### src/rtl/vga_timing_gen_param.sv
// Raster timing generator: free-running H/V counters gated by a frame-aligned run FSM,
// driving registered syncs, blanking, coordinates and FIFO-fed RGB with underflow black fill.
module vga_timing_gen_param #(
    parameter int   H_ACTIVE = 640,
    parameter int   H_FP     = 16,
    parameter int   H_SYNC   = 96,
    parameter int   H_BP     = 48,
    parameter int   V_ACTIVE = 480,
    parameter int   V_FP     = 10,
    parameter int   V_SYNC   = 2,
    parameter int   V_BP     = 33,
    parameter logic HS_POL   = 1'b0,
    parameter logic VS_POL   = 1'b0,
    parameter int   CH_W     = 8,
    parameter int   CNT_W    = 12,
    parameter int   UFL_W    = 16
) (
    input  logic                clk,
    input  logic                rst,
    input  logic                enable,
    input  logic                fifo_empty,
    input  logic [3*CH_W-1:0]   fifo_data,
    output logic                fifo_rreq,
    output logic [CH_W-1:0]     red,
    output logic [CH_W-1:0]     green,
    output logic [CH_W-1:0]     blue,
    output logic                hsync,
    output logic                vsync,
    output logic                blank_n,
    output logic                sync_n,
    output logic [CNT_W-1:0]    pix_x,
    output logic [CNT_W-1:0]    pix_y,
    output logic                frame_start,
    output logic                underflow,
    output logic [UFL_W-1:0]    underflow_cnt
);

    localparam int H_TOTAL = H_ACTIVE + H_FP + H_SYNC + H_BP;
    localparam int V_TOTAL = V_ACTIVE + V_FP + V_SYNC + V_BP;

    localparam logic [CNT_W-1:0] ONE     = CNT_W'(1);
    localparam logic [CNT_W-1:0] H_ACT_C = CNT_W'(H_ACTIVE);
    localparam logic [CNT_W-1:0] H_SS    = CNT_W'(H_ACTIVE + H_FP);
    localparam logic [CNT_W-1:0] H_SE    = CNT_W'(H_ACTIVE + H_FP + H_SYNC - 1);
    localparam logic [CNT_W-1:0] H_LAST  = CNT_W'(H_TOTAL - 1);
    localparam logic [CNT_W-1:0] V_ACT_C = CNT_W'(V_ACTIVE);
    localparam logic [CNT_W-1:0] V_SS    = CNT_W'(V_ACTIVE + V_FP);
    localparam logic [CNT_W-1:0] V_SE    = CNT_W'(V_ACTIVE + V_FP + V_SYNC - 1);
    localparam logic [CNT_W-1:0] V_LAST  = CNT_W'(V_TOTAL - 1);

    typedef enum logic [1:0] {ST_IDLE, ST_PRIME, ST_RUN} state_t;

    state_t              state_q, state_d;
    logic [CNT_W-1:0]    h_q, h_d, v_q, v_d;
    logic [3*CH_W-1:0]   rgb_q, rgb_d;
    logic                hs_q, hs_d, vs_q, vs_d, blank_q, blank_d;
    logic [CNT_W-1:0]    x_q, x_d, y_q, y_d;
    logic                fs_q, fs_d, ufl_q, ufl_d;
    logic [UFL_W-1:0]    ucnt_q, ucnt_d;
    logic                run, active, pop;

    function automatic logic [UFL_W-1:0] sat_inc(input logic [UFL_W-1:0] c);
        return (&c) ? c : c + UFL_W'(1);
    endfunction

    always_comb begin
        run     = (state_q == ST_RUN);
        active  = (h_q < H_ACT_C) && (v_q < V_ACT_C);
        pop     = run && active && !fifo_empty;
        state_d = state_q;
        h_d     = h_q;
        v_d     = v_q;
        case (state_q)
            ST_IDLE: begin
                h_d = '0;
                v_d = '0;
                if (enable) state_d = ST_PRIME;
            end
            ST_PRIME: begin
                h_d = '0;
                v_d = '0;
                if (!enable)          state_d = ST_IDLE;
                else if (!fifo_empty) state_d = ST_RUN;
            end
            ST_RUN: begin
                if (h_q == H_LAST) begin
                    h_d = '0;
                    v_d = (v_q == V_LAST) ? '0 : v_q + ONE;
                    // enable only matters on the very last pixel of a frame
                    if (v_q == V_LAST && !enable) state_d = ST_IDLE;
                end else begin
                    h_d = h_q + ONE;
                end
            end
            default: state_d = ST_IDLE;
        endcase

        rgb_d   = pop ? fifo_data : '0;
        hs_d    = (run && h_q >= H_SS && h_q <= H_SE) ? HS_POL : ~HS_POL;
        vs_d    = (run && v_q >= V_SS && v_q <= V_SE) ? VS_POL : ~VS_POL;
        blank_d = run && active;
        x_d     = h_q;
        y_d     = v_q;
        fs_d    = run && (h_q == '0) && (v_q == '0);
        ufl_d   = run && active && fifo_empty;
        ucnt_d  = ufl_d ? sat_inc(ucnt_q) : ucnt_q;
    end

    always_ff @(posedge clk) begin
        if (rst) begin
            state_q <= ST_IDLE;
            h_q     <= '0;
            v_q     <= '0;
            rgb_q   <= '0;
            hs_q    <= ~HS_POL;
            vs_q    <= ~VS_POL;
            blank_q <= 1'b0;
            x_q     <= '0;
            y_q     <= '0;
            fs_q    <= 1'b0;
            ufl_q   <= 1'b0;
            ucnt_q  <= '0;
        end else begin
            state_q <= state_d;
            h_q     <= h_d;
            v_q     <= v_d;
            rgb_q   <= rgb_d;
            hs_q    <= hs_d;
            vs_q    <= vs_d;
            blank_q <= blank_d;
            x_q     <= x_d;
            y_q     <= y_d;
            fs_q    <= fs_d;
            ufl_q   <= ufl_d;
            ucnt_q  <= ucnt_d;
        end
    end

    // A pop requested while rst is high would be lost, so suppress it.
    assign fifo_rreq     = pop && !rst;
    assign red           = rgb_q[3*CH_W-1:2*CH_W];
    assign green         = rgb_q[2*CH_W-1:CH_W];
    assign blue          = rgb_q[CH_W-1:0];
    assign hsync         = hs_q;
    assign vsync         = vs_q;
    assign blank_n       = blank_q;
    assign sync_n        = 1'b1;
    assign pix_x         = x_q;
    assign pix_y         = y_q;
    assign frame_start   = fs_q;
    assign underflow     = ufl_q;
    assign underflow_cnt = ucnt_q;

endmodule

### config.mk
export PLATFORM = sky130hd
export DESIGN_NAME = vga_timing_gen_param
export DESIGN_NICKNAME = d
export VERILOG_FILES = /design/src/rtl/vga_timing_gen_param.sv
export SDC_FILE = /design/constraint.sdc
export NUM_CORES = 1
export LEC_CHECK = 0
export ABC_CLOCK_PERIOD_IN_PS = 2600
export BUFFER_PORTS_ARGS = -buffer_cell sky130_fd_sc_hd__buf_2
export CAP_MARGIN = 20
export CORE_MARGIN = 2
export CORE_UTILIZATION = 54
export CTS_BUF_LIST = sky130_fd_sc_hd__clkbuf_8
export CTS_CLUSTER_DIAMETER = 200
export CTS_CLUSTER_SIZE = 16
export DETAILED_ROUTE_END_ITERATION = 8
export PLACE_DENSITY = 0.82
export REMOVE_ABC_BUFFERS = 1
export SETUP_SLACK_MARGIN = 0.15
export SLEW_MARGIN = 20
export SYNTH_ARGS = -nofsm -noshare
export SYNTH_HDL_FRONTEND = slang
export SYNTH_SLANG_ARGS = --single-unit
### constraint.sdc
create_clock -name clk -period 2.6 [get_ports clk]
set_input_delay 0.26 -clock clk [delete_from_list [all_inputs] [get_ports clk]]
set_output_delay 0.26 -clock clk [all_outputs]
set_load 0.02 [all_outputs]
After elaboration in Yosys (flattened, before gate mapping). Index checks and enable logic that the tools add are counted.

Add/sub/neg operators: 3. Multiply operators: 0. Divide/modulo/power cells: 0. Order comparisons: 6. Eq/ne operators: 8. Shift-type cells: 0. Mux-type cells: 13. Bitwise operators: 2. Reduce and logical (&&, ||, !) cells: 25.

Operator list (number): $pmux 12 s2 (2); $mux 12 (3); $add 12x1->12 const B (2); $eq 12x10->1 const B (2); $logic_not 12->1 (2); $add 16x1->16 const B (1); $reduce_and 16->1 (1); $ge 12x10->1 const B (1); $ge 12x9->1 const B (1); $le 12x10->1 const B (1); $le 12x9->1 const B (1); $logic_and 1x1->1 (12); $lt 12x10->1 const B (1); $lt 12x9->1 const B (1); $mux 2 (5); $pmux 2 s3 (1); $ne 2x1->1 const B (2); $reduce_and 2->1 (2); $reduce_and 4->1 (1); $reduce_or 2->1 (2); $logic_not 1->1 (3); $ne 3x3->1 const B (1); $eq 2x1->1 const B (1); $eq 2x2->1 const B (1); 5 further kinds (7).

Flip-flop bits (word level): 95. Bits in latches: 0. Bits in writable memories: 0. Memory bits (read-only): 0. Bits of input ports: 28. Output and inout bits: 71. Logic and storage cells: 69. Memories kept: 0.

Depth between registers and ports, before layout. Gate-level depths: netlist of the first run.

Depth in word-level cells: 6. Depth in mapped cells: 8.

Worst setup path after synthesis of the first run. Ideal clock, no wire load.

Path kind: register to register. From: register h_q[10]. To: register v_q[8]. Library setup time: 0.071 ns. Arrival: 2.304 ns. Data required time: 2.529 ns. Slack: 0.225 ns. Cell stages (with the launch flop): 7. Buffers on the path: 1. Clock period less this slack: 2.375 ns. Cells stage by stage: dfxtp_1 -> or4_4 -> or4_1 -> buf_2 -> o21a_1 -> or4_1 -> a21oi_1.

Word-level cells in the longest chain between the ends: 3.

RTL lines: from (decl) (RTL line 54) `logic [CNT_W-1:0] h_q, h_d, v_q, v_d;`; from (signal assigned) (RTL line 112) `h_q <= '0;`; from (signal assigned) (RTL line 125) `h_q <= h_d;`; $eq 12x10->1 (RTL line 86) `if (h_q == H_LAST) begin`; $ne 2x1->1 (no line); $reduce_and 2->1 (no line); to (signal assigned) (RTL line 126) `v_q <= v_d;`; to (decl) (RTL line 54).

Every way passes these cells. A chain may end at the register's enable or synchronous reset.

Worst setup path in the final report of the first run.
From: register h_q[10]. To: register v_q[11].

The elaborated chain is that of the path after synthesis.

==> results by group, run 1 <==
Cells and area
  • Area growth syn-to-layout: 22.6%
  • Share of cells above drive strength 1: between 20% and 30%
  • N_diodes: 0
  • Final core occ: 67.8%
  • Layout Nets: 545
  • Non-filler cells, final: 597

Timing
  • Worst Skew: 0.0111 ns
  • Peak Freq: between 400 and 500 MHz
  • Final-report hold violation count: 0
  • Final Slew Violations: 0
  • RSZ-0062 raised after global routing: false
  • Setup ws final: 0.212 ns
  • Worst-Margin Slew: 0.499 ns
  • Max-slew headroom: approximately two thirds
  • Crit share post-route: 91.9%
  • Final setup fails: 0
  • Period minus WS final: roughly 2.4 ns
  • Setup TNS: 0 ns

Synthesis
  • Cells after Synth: 410
  • Share of the synthesized area in the top cell type: 50.9%
  • Mapped Area: about 3700 um2
  • Share of synthesized registers carrying an async set or reset: 0%
  • #FFs+latches synth: 95
  • Top cells by area, synth: dfxtp_1 51%, and2_1 4.5%, nor2b_1 4.5%, nor2_1 4.2%, nor3_1 3.3%
  • Syn avg cell area: around 9.1 um2
  • Count leader, synth: dfxtp_1
  • Synth unique cells: 47
  • Number of flops mapped to enable cells by yosys: 0
  • Area leader, netlist: dfxtp_1
  • Register area share after synthesis: approximately 51%
  • Synthesis Warnings: 0
  • Dominant synthesized flop cell: dfxtp_1
  • Post-synth top cells: 95 x dfxtp_1, 42 x nor2_1, 27 x and2_1, 27 x nor2b_1, 25 x nor3_1

Setup path
  • CP Launch Type: register
  • Crit path DAT: 2.65 ns
  • Cell family with most CP delay: simple AND/OR/NAND/NOR gates
  • CP peak stage delay: 0.55 ns
  • Most frequent CP cell: or4_4
  • Critical path type: reg -> reg
  • Critical Path Fanout Max: 7
  • CP endpoint kind: register
  • Buffer and inverter count on the worst path: 1
  • Crit-path cells: or4_4 -> or4_4 -> buf_4 -> nand3b_1 -> o31ai_1
  • CP max stage cell: or4_4
  • CP required: ~2.9 ns

Drt
  • 1st-iter DRT viols: roughly 200
  • Pre-antenna DRT Iters: 5
  • Post-route ant nets: 0
  • DRC errors left: 0
  • Via density: about 5.6
  • DR vias: 3322
  • Routed wire per std cell: 13.7 um
  • Routed wire length: 8190 um

Global route
  • Vias in the first global route: 3023
  • Gr usage total: 22.6%
  • Initial antenna violation count: 0
  • Grt ovf: 0
  • Largest net degree at the start of global routing: 27
  • First-pass GRT wire length: approximately 14000 um

Power and ir drop
  • Internal power: roughly 1.9 mW
  • Worst vdd ir: about 0.53 mV
  • PD cells: 577 nW/um2
  • Switching share of power: 26.8%
  • Sequential share of power: 56.4%
  • Comb power frac: 7.6%
  • Final Power: between 2 and 3 mW
  • Clock share of power: 36.0%
  • P_sw: 0.709 mW
  • Lkg Pwr: 1.93 nW

Clocking
  • CTS Hold Buffers Added: 0
  • Clock root buffer: clkbuf_8
  • CTS clock-pin slew for the worst setup and hold paths: 0.10 ns
  • Clock buffer depth: 2
  • Insertion delay to the later sink of the worst-skew pair: 0.37 ns
  • Clock Sinks: 95
  • CTS tree: built
  • H-tree depth: 3
  • Inserted Clock Buffers: 9

Hold path
  • Hold crit path type: in -> reg

Run status
  • Status: complete, no violations

Floorplanning
  • Die width: just under 90 um
  • Die Ht: 87.2 um
  • Initial core utilization: 55.3%
  • Full die area: approximately 7600 um2
  • # IOs: between 90 and 100
  • CORE AREA: ~6800 um2
  • FP Rows: 30

Place
  • Dpl ws: 0.149 ns
  • Gpl congestion: 0.920
  • DP Wirelength: 5940 um
  • Port-buffer cells: 97
  • Placed cell count: 579

Flow run
  • Max Cap Violations: 0
[worst paths after layout]
check                                           from              endpoint  slack, ns  depth (start not counted)
worst max register to register  h_q[10]$_SDFFE_PP0P_  v_q[11]$_SDFFE_PP0P_       0.21                          5
worst min register to register   v_q[1]$_SDFFE_PP0P_      vsync$_SDFF_PP1_       0.50                          1
worst max-delay path            h_q[10]$_SDFFE_PP0P_  v_q[11]$_SDFFE_PP0P_       0.21                          5
worst min-delay path                   fifo_data[16]  rgb_q[16]$_SDFF_PP0_       0.08                          2
[routing by layer]
layer	share of wire (%)	global-route usage, %	up-vias
li1	-	-	1640
met1	42	27.9	1535
met2	50	37.2	126
met3	5.4	5.97	21
met4	2.9	10.1	0
met5	0	0	-
[cells in the final DEF, fill, tap and decap left out, types with 9 or more instances in the layout]
cell       n
buf_4     14
dfxtp_1   92
clkbuf_8   9
nand4_1   18
inv_1     10
nor3_1    24
nor2_1    42
a21oi_1    9
nand2_1   20
nor2b_1   27
xnor2_1   13
o21ai_0   16
nor4_1     9
and2_1    27
buf_2     97
nand3_1   16
[stage by stage]
stage / hold WS (ns) / cell area (um2)
global route: 0.0465 / 4580
CTS: 0.0624 / 4540
floorplan: 0.327 / 3660
detailed placement: 0.462 / 4340
global placement: 0.460 / 4340
finish: 0.0780 / 4580
[worst reg2reg max path, delay by kind of cell, from the launching register on]
family	cells	cell delay [ns]
AO/OA/AOI/OAI	1	0.37
buffers and inverters	1	0.17
flip-flops	1	0.37
AND/OR/NAND/NOR	3	1.38
[timing repair]
action                     CTS  global route
setup endpoints to repair    2             7
setup buffers                0             2
pin swaps                    0             3
gates resized for setup      2             7
[power groups by stage]
stage	clock (mW)	combinational [mW]	sequential, mW
2_1_floorplan	0	0.0863	1.54
3_3_place_gp	0	0.187	1.52
3_5_place_dp	0	0.193	1.52
4_1_cts	0.975	0.194	1.49
5_1_grt	1.05	0.221	1.49
6_report	0.952	0.200	1.49
[flip-flops by register name, summed over array words and instances, names as in the netlist]
signal	flops
state_q	2
pix_x	12
pix_y	12
vsync	1
underflow	1
v_q	12
rgb_q	24
underflow_cnt	16
frame_start	1
h_q	12
blank_n	1
hsync	1
[layout make-up]
cell class | instances | area, um2
inverters | 10 | 37.5
well taps | 80 | 100
multi-input cells | 285 | 1750
clock buffers | 9 | 124
repair buffers | 111 | 591
clock inverters | 7 | 72.6
flip-flops and latches | 95 | 1910
fillers | 542 | 2180
[cell families after synthesis]
family / synth area share, %
AO/OA/AOI/OAI: 7.87
XOR/XNOR: 3.75
adder cells (fa/ha/maj): 1.67
buffers and inverters: 3.15
flip-flops: 50.9
multiplexers: 1.77
other: 0.100
AND/OR/NAND/NOR: 30.8
Note: power is estimated with default switching activity, not from simulation.
==> run 2: changes to the inputs <==
Settings changed: CORE_ASPECT_RATIO set to 0.6.
==> run 2 against run 1 <==
  * Combinational power grew 3%
  * Via count is 0.87% lower
  * Critical endpoint is now v_q[8]$_SDFFE_PP0P_
  * Largest power group unchanged
  * Largest cell class unchanged
  * Sequential share of layout area down 0.14 points
  * Maximum frequency rose by 1.1%
  * Power is 4.2% higher
  * Clock skew down 0.0051 ns
  * Highest routed layer unchanged
  * Final cell count rose by 0.67%
  * Global-route usage up 0.26 points
  * Critical path type unchanged
==> results by group, run 2 (synthesis gave the netlist of run 1 again) <==
Clocking
  • H-tree depth: 3 (unchanged)
  • Inserted Clock Buffers: 9 (unchanged)
  • CTS Hold Buffers Added: 0 (unchanged)
  • Clock buffer depth: 2 (unchanged)
  • Clock root buffer: clkbuf_8 (unchanged)
  • Clock Sinks: 95 (unchanged)
  • CTS tree: built (unchanged)
  • Insertion delay to the later sink of the worst-skew pair: 0.37 ns (about the same)
  • CTS clock-pin slew for the worst setup and hold paths: 0.09 ns (was 0.10 ns)

Global route
  • Largest net degree at the start of global routing: 37 (was 27)
  • GRT Max-Usage Layer: met2 (unchanged)
  • Met2 usage: 36.9% (was 37.2%)
  • Initial antenna violation count: 0 (unchanged)
  • Gr usage total: 22.9% (was 22.6%)
  • Grt ovf: 0 (unchanged)
  • Vias in the first global route: 2939 (was 3023)
  • First-pass GRT wire length: 13600 um (about the same)
  • Met1 global-route usage: 28.4% (was 27.9%)
  • Met3 Use GR: 11.2% (was 5.97%)

Timing
  • Hold slack: 0.0787 ns (was 0.0780 ns)
  • Max-slew headroom: 55.5% (was 66.5%)
  • Final setup fails: 0 (unchanged)
  • Crit share post-route: 90.8% (was 91.9%)
  • Final Slew Violations: 0 (unchanged)
  • Setup TNS: 0 ns (unchanged)
  • Worst Skew: 0.00601 ns (was 0.0111 ns)
  • RSZ-0062 raised after global routing: false (unchanged)
  • Period minus WS final: 2.36 ns (was 2.39 ns)
  • Final-report hold violation count: 0 (unchanged)
  • Peak Freq: 423 MHz (was 419 MHz)
  • Worst-Margin Slew: 0.668 ns (was 0.499 ns)

Drt
  • Pre-antenna DRT Iters: 5 (unchanged)
  • Routed wire length: 8670 um (was 8190 um)
  • Routed wire per std cell: 14.4 um (was 13.7 um)
  • DR vias: 3293 (was 3322)
  • Via density: 5.48 (was 5.56)
  • 1st-iter DRT viols: 218 (was 201)
  • DRC errors left: 0 (unchanged)
  • Post-route ant nets: 0 (unchanged)

Setup path
  • CP Launch Type: register (unchanged)
  • Setup slack, reg-to-reg: 0.24 ns (was 0.21 ns)
  • Critical path type: reg -> reg (unchanged)
  • Critical Path Fanout Max: 6 (was 7)
  • Reg-to-Reg Start: h_q[0]$_SDFFE_PP0P_ (was h_q[10]$_SDFFE_PP0P_)
  • Crit path from: h_q[0]$_SDFFE_PP0P_ (was h_q[10]$_SDFFE_PP0P_)
  • CP required: 2.91 ns (was 2.86 ns)
  • Crit path DAT: 2.67 ns (was 2.65 ns)
  • CP endpoint kind: register (unchanged)

Cells and area
  • Area growth syn-to-layout: 22.9% (was 22.6%)
  • Top reg by flops: rgb_q (unchanged)
  • Commonest non-fill, non-tap cells in the layout: 97 x buf_2, 93 x dfxtp_1, 42 x nor2_1 (was 97 x buf_2, 92 x dfxtp_1, 42 x nor2_1)
  • Share of cells above drive strength 1: 27.6% (was 28.0%)
  • Commonest non-fill, non-tap cell in the layout: buf_2 (unchanged)
  • Cell area after layout: 4590 um2 (was 4580 um2)
  • N_diodes: 0 (unchanged)
  • Layout Nets: 542 (was 545)
  • Max reg flops: 24 (unchanged)
  • Final core occ: 68.8% (was 67.8%)

Power and ir drop
  • PD cells: 599 nW/um2 (was 577 nW/um2)
  • Worst vdd ir: 0.460 mV (was 0.531 mV)
  • Lkg Pwr: 1.92 nW (was 1.93 nW)

Hold path
  • Hold crit path type: in -> reg (unchanged)
  • Min-delay src: fifo_data[18] (was fifo_data[16])

Floorplanning
  • Die Ht: 68.4 um (was 87.2 um)
  • # IOs: 99 (unchanged)
  • Initial core utilization: 56.0% (was 55.3%)
  • Die width: 111 um (was 87.2 um)
  • Full die area: 7620 um2 (was 7600 um2)
  • CORE AREA: 6680 um2 (was 6760 um2)
  • FP Rows: 23 (was 30)

Place
  • DP Wirelength: 6170 um (was 5940 um)
  • Gpl congestion: 0.926 (was 0.920)
  • Placed Area: 4320 um2 (was 4340 um2)
  • Port-buffer cells: 97 (unchanged)

Flow run
  • Max Cap Violations: 0 (unchanged)

Run status
  • Status: complete, no violations (unchanged)
-- run 2: changes by cell type in the layout (fill, tap and decap cells not counted), sizes merged --
| cell | before | now |
|---|---|---|
| clkinv | 1 | 2 |
| bufinv | 0 | 2 |
| inv | 15 | 12 |
| buf | 111 | 108 |
-- run 2: final timing paths --
check                    endpoint  cells after the start
min          rgb_q[18]$_SDFF_PP0_                      2
min reg2reg   pix_x[1]$_SDFF_PP0_                      2
max           v_q[8]$_SDFFE_PP0P_                      6
max reg2reg   v_q[8]$_SDFFE_PP0P_                      6
-- run 2: where the power goes --
part | switching [mW] | total (mW) | internal, mW
sequential | 0.0135 | 1.49 | 1.47
combinational | 0.126 | 0.206 | 0.0799
clock | 0.515 | 1.06 | 0.544
total | 0.655 | 2.75 | 2.10
-- run 2: timing repair --
action	in CTS	in global routing
gates resized for setup	3	7
setup endpoints to repair	2	10
setup buffers	0	2
pin swaps	0	3
-- run 2: per-stage QoR --
stage	std cells	setup WS (ns)	power [mW]
after floorplan	390	0.157	1.63
after global placement	583	0.193	1.71
after detailed placement	583	0.158	1.72
after CTS	599	0.154	2.77
after global routing	601	0.152	2.86
final	601	0.238	2.75
-- run 2: area by class of cell --
cell class | count | area [um2]
clock inverter | 7 | 95.1
sequential | 95 | 1910
timing repair buffer | 108 | 568
multi-input combinational | 285 | 1750
tap | 87 | 109
clock buffer | 9 | 124
inverter | 10 | 37.5
fill | 550 | 2080
-- run 2: metal layers --
layer	part of all wire (%)	wire length [um]
met1	45	3920
met2	44	3800
met3	10	888
met4	0.82	71
met5	0	0
-- run 2: worst max-delay path: stages, from the launching register on --
cell     delay [ns]
dfxtp_1        0.42
ha_2           0.26
nand3_1        0.14
or4_4          0.55
o21a_4         0.25
or4_1          0.53
a21oi_2        0.15
==> run 3: changes to the inputs <==
==> constraint.sdc (replaced) <==
create_clock -name clk -period 2.6 [get_ports clk]
set_input_delay 0.39 -clock clk [delete_from_list [all_inputs] [get_ports clk]]
set_output_delay 0.39 -clock clk [all_outputs]
set_load 0.02 [all_outputs]
==> run 3 against run 2 <==
  * Count of clock-buffer cells in the layout rose by 1
  * Non-clock buffer count did not move
  * Power fell by 2.7%
  * Clock skew rose by 0.0061 ns
  * Sequential cell count did not move
  * Setup slack got worse by 0.063 ns
  * Critical endpoint unchanged
  * Highest routed layer unchanged
==> results by group, run 3 (synthesis gave the netlist of run 1 again) <==
Timing
  • Final setup fails: 0 (unchanged)
  • Worst Skew: 0.0121 ns (was 0.00601 ns)
  • Final-report hold violation count: 0 (unchanged)
  • RSZ-0062 raised after global routing: true (was false)
  • Period minus WS final: 2.42 ns (was 2.36 ns)
  • Peak Freq: 412 MHz (was 423 MHz)
  • Final Slew Violations: 0 (unchanged)
  • Setup ws final: 0.175 ns (was 0.238 ns)
  • Crit share post-route: 93.3% (was 90.8%)
  • Worst-Margin Slew: 0.796 ns (was 0.668 ns)
  • Max-slew headroom: 46.5% (was 55.5%)
  • Setup TNS: 0 ns (unchanged)

Drt
  • Routed wire per std cell: 14.4 um (about the same)
  • Routed wire length: 8630 um (was 8670 um)
  • Via density: 5.47 (was 5.48)
  • Post-route ant nets: 0 (unchanged)
  • 1st-iter DRT viols: 204 (was 218)
  • DRC errors left: 0 (unchanged)
  • DR vias: 3290 (was 3293)
  • Pre-antenna DRT Iters: 6 (was 5)

Floorplanning
  • Initial core utilization: 56.0% (unchanged)
  • # IOs: 99 (unchanged)
  • Full die area: 7620 um2 (unchanged)
  • Die Ht: 68.4 um (unchanged)
  • Die width: 111 um (unchanged)
  • CORE AREA: 6680 um2 (unchanged)
  • FP Rows: 23 (unchanged)

Cells and area
  • Share of cells above drive strength 1: 26.8% (was 27.6%)
  • Commonest non-fill, non-tap cells in the layout: 97 x buf_2, 94 x dfxtp_1, 41 x nor2_1 (was 97 x buf_2, 93 x dfxtp_1, 42 x nor2_1)
  • Area growth syn-to-layout: 21.7% (was 22.9%)
  • Cell area after layout: 4550 um2 (was 4590 um2)
  • Non-filler cells, final: 601 (unchanged)
  • N_diodes: 0 (unchanged)
  • Top reg by flops: rgb_q (unchanged)
  • Commonest non-fill, non-tap cell in the layout: buf_2 (unchanged)
  • Multi-input gate area: 1730 um2 (was 1750 um2)
  • Max reg flops: 24 (unchanged)
  • Final-layout fill cell count: 563 (was 550)
  • Layout Nets: 542 (unchanged)
  • Register Area: 1900 um2 (was 1910 um2)

Power and ir drop
  • P_sw: 0.650 mW (was 0.655 mW)
  • Internal power: 2.03 mW (was 2.10 mW)
  • PD cells: 589 nW/um2 (was 599 nW/um2)
  • Final Power: 2.68 mW (was 2.75 mW)
  • Sequential share of power: 55.5% (was 54.0%)
  • Comb power frac: 7.6% (was 7.5%)
  • Switching share of power: 24.3% (was 23.8%)
  • Worst vdd ir: 0.462 mV (was 0.460 mV)
  • Clock share of power: 36.8% (was 38.5%)
  • Lkg Pwr: 1.91 nW (was 1.92 nW)

Clocking
  • Clock Sinks: 95 (unchanged)
  • Insertion delay to the later sink of the worst-skew pair: 0.37 ns (about the same)
  • Inserted Clock Buffers: 9 (unchanged)
  • CTS clock-pin slew for the worst setup and hold paths: 0.10 ns (was 0.09 ns)
  • Clock buffer depth: 2 (unchanged)
  • CTS Hold Buffers Added: 0 (unchanged)
  • H-tree depth: 3 (unchanged)
  • Clock root buffer: clkbuf_8 (unchanged)
  • CTS tree: built (unchanged)

Hold path
  • Hold Path End: rgb_q[18]$_SDFF_PP0_ (unchanged)
  • Min-delay src: fifo_data[18] (unchanged)
  • Hold crit path type: in -> reg (unchanged)
  • Hold path cells: 2 (unchanged)

Setup path
  • CP max stage cell: or4_4 (unchanged)
  • CP peak stage delay: 0.54 ns (was 0.55 ns)
  • Setup slack, reg-to-reg: 0.18 ns (was 0.24 ns)
  • CP Launch Type: register (unchanged)
  • CP endpoint kind: register (unchanged)
  • Crit-path cells: or4_4 -> or4_1 -> o21a_2 -> or4_1 -> a21oi_1 (was ha_2 -> nand3_1 -> or4_4 -> o21a_4 -> or4_1 -> a21oi_2)
  • Reg-to-Reg Start: h_q[11]$_SDFFE_PP0P_ (was h_q[0]$_SDFFE_PP0P_)
  • R2R cell count: 5 (was 6)
  • Capturing point of the worst reg2reg path: v_q[8]$_SDFFE_PP0P_ (unchanged)
  • Most frequent CP cell: or4_1
  • Critical Path Fanout Max: 7 (was 6)
  • Critical path type: reg -> reg (unchanged)
  • Crit path DAT: 2.73 ns (was 2.67 ns)
  • CP required: 2.91 ns (about the same)

Global route
  • Grt ovf: 0 (unchanged)
  • Vias in the first global route: 2880 (was 2939)
  • Largest net degree at the start of global routing: 35 (was 37)
  • Gr usage total: 23.1% (was 22.9%)
  • First-pass GRT wire length: 13800 um (was 13600 um)
  • Initial antenna violation count: 0 (unchanged)

Place
  • Port-buffer cells: 97 (unchanged)
  • DP Wirelength: 6220 um (was 6170 um)
  • Placed Area: 4330 um2 (was 4320 um2)
  • Dpl ws: 0.160 ns (was 0.158 ns)
  • Placed cell count: 584 (was 583)
  • Gpl congestion: 0.881 (was 0.926)

Run status
  • Status: complete, no violations (unchanged)

Flow run
  • Max Cap Violations: 0 (unchanged)
-- run 3: per-stage QoR --
step	util (%)	hold slack [ns]
2_1_floorplan	-	0.448
3_3_place_gp	64.9	0.503
3_5_place_dp	64.9	0.503
4_1_cts	67.9	0.182
5_1_grt	68.1	0.190
6_report	68.1	0.207
-- run 3: how the worst max path moves through the flow --
stage,depth (start not counted),start,slack [ns],end
2_1_floorplan,3,state_q[0]$_SDFFE_PP0P_,0.12,fifo_rreq
6_report,5,h_q[11]$_SDFFE_PP0P_,0.18,v_q[8]$_SDFFE_PP0P_
5_1_grt,4,state_q[0]$_SDFFE_PP0P_,0.08,fifo_rreq
3_3_place_gp,5,h_q[10]$_SDFFE_PP0P_,0.18,v_q[8]$_SDFFE_PP0P_
3_5_place_dp,5,h_q[10]$_SDFFE_PP0P_,0.16,v_q[8]$_SDFFE_PP0P_
4_1_cts,5,h_q[10]$_SDFFE_PP0P_,0.16,v_q[8]$_SDFFE_PP0P_
-- run 3: repair_timing --
action | in CTS | in global routing
setup buffers | 0 | 1
resized for setup | 1 | 2
endpoints found under the setup margin | 1 | 11
-- run 3: metal layers --
metal	global-route usage (%)	vias to the layer above	share of wire, %
li1	-	1628	-
met1	30.8	1525	46
met2	35.4	125	44
met4	7.41	0	1.2
met3	8.33	12	8.1
met5	0	-	0
-- run 3: worst max-delay path: cells and delay by family, from the launching register on --
| family | cells | cell delay, ns |
|---|---|---|
| AO/OA/AOI/OAI | 2 | 0.41 |
| AND/OR/NAND/NOR | 3 | 1.58 |
| flip-flops | 1 | 0.37 |
-- run 3: layout make-up --
class / count / area share, %
Clock inverter: 6 / 1.46
Sequential cell: 95 / 41.9
Multi-Input combinational cell: 285 / 37.9
Clock buffer: 10 / 3.03
Inverter: 10 / 0.826
Tap cell: 87 / 2.39
Timing Repair Buffer: 108 / 12.5
-- run 3: power groups by stage --
stage / sequential (mW) / clock, mW / combinational [mW]
detailed placement: 1.52 / 0 / 0.201
global placement: 1.52 / 0 / 0.195
global route: 1.49 / 1.08 / 0.227
finish: 1.49 / 0.987 / 0.204
CTS: 1.49 / 1.02 / 0.203
floorplan: 1.54 / 0 / 0.0863
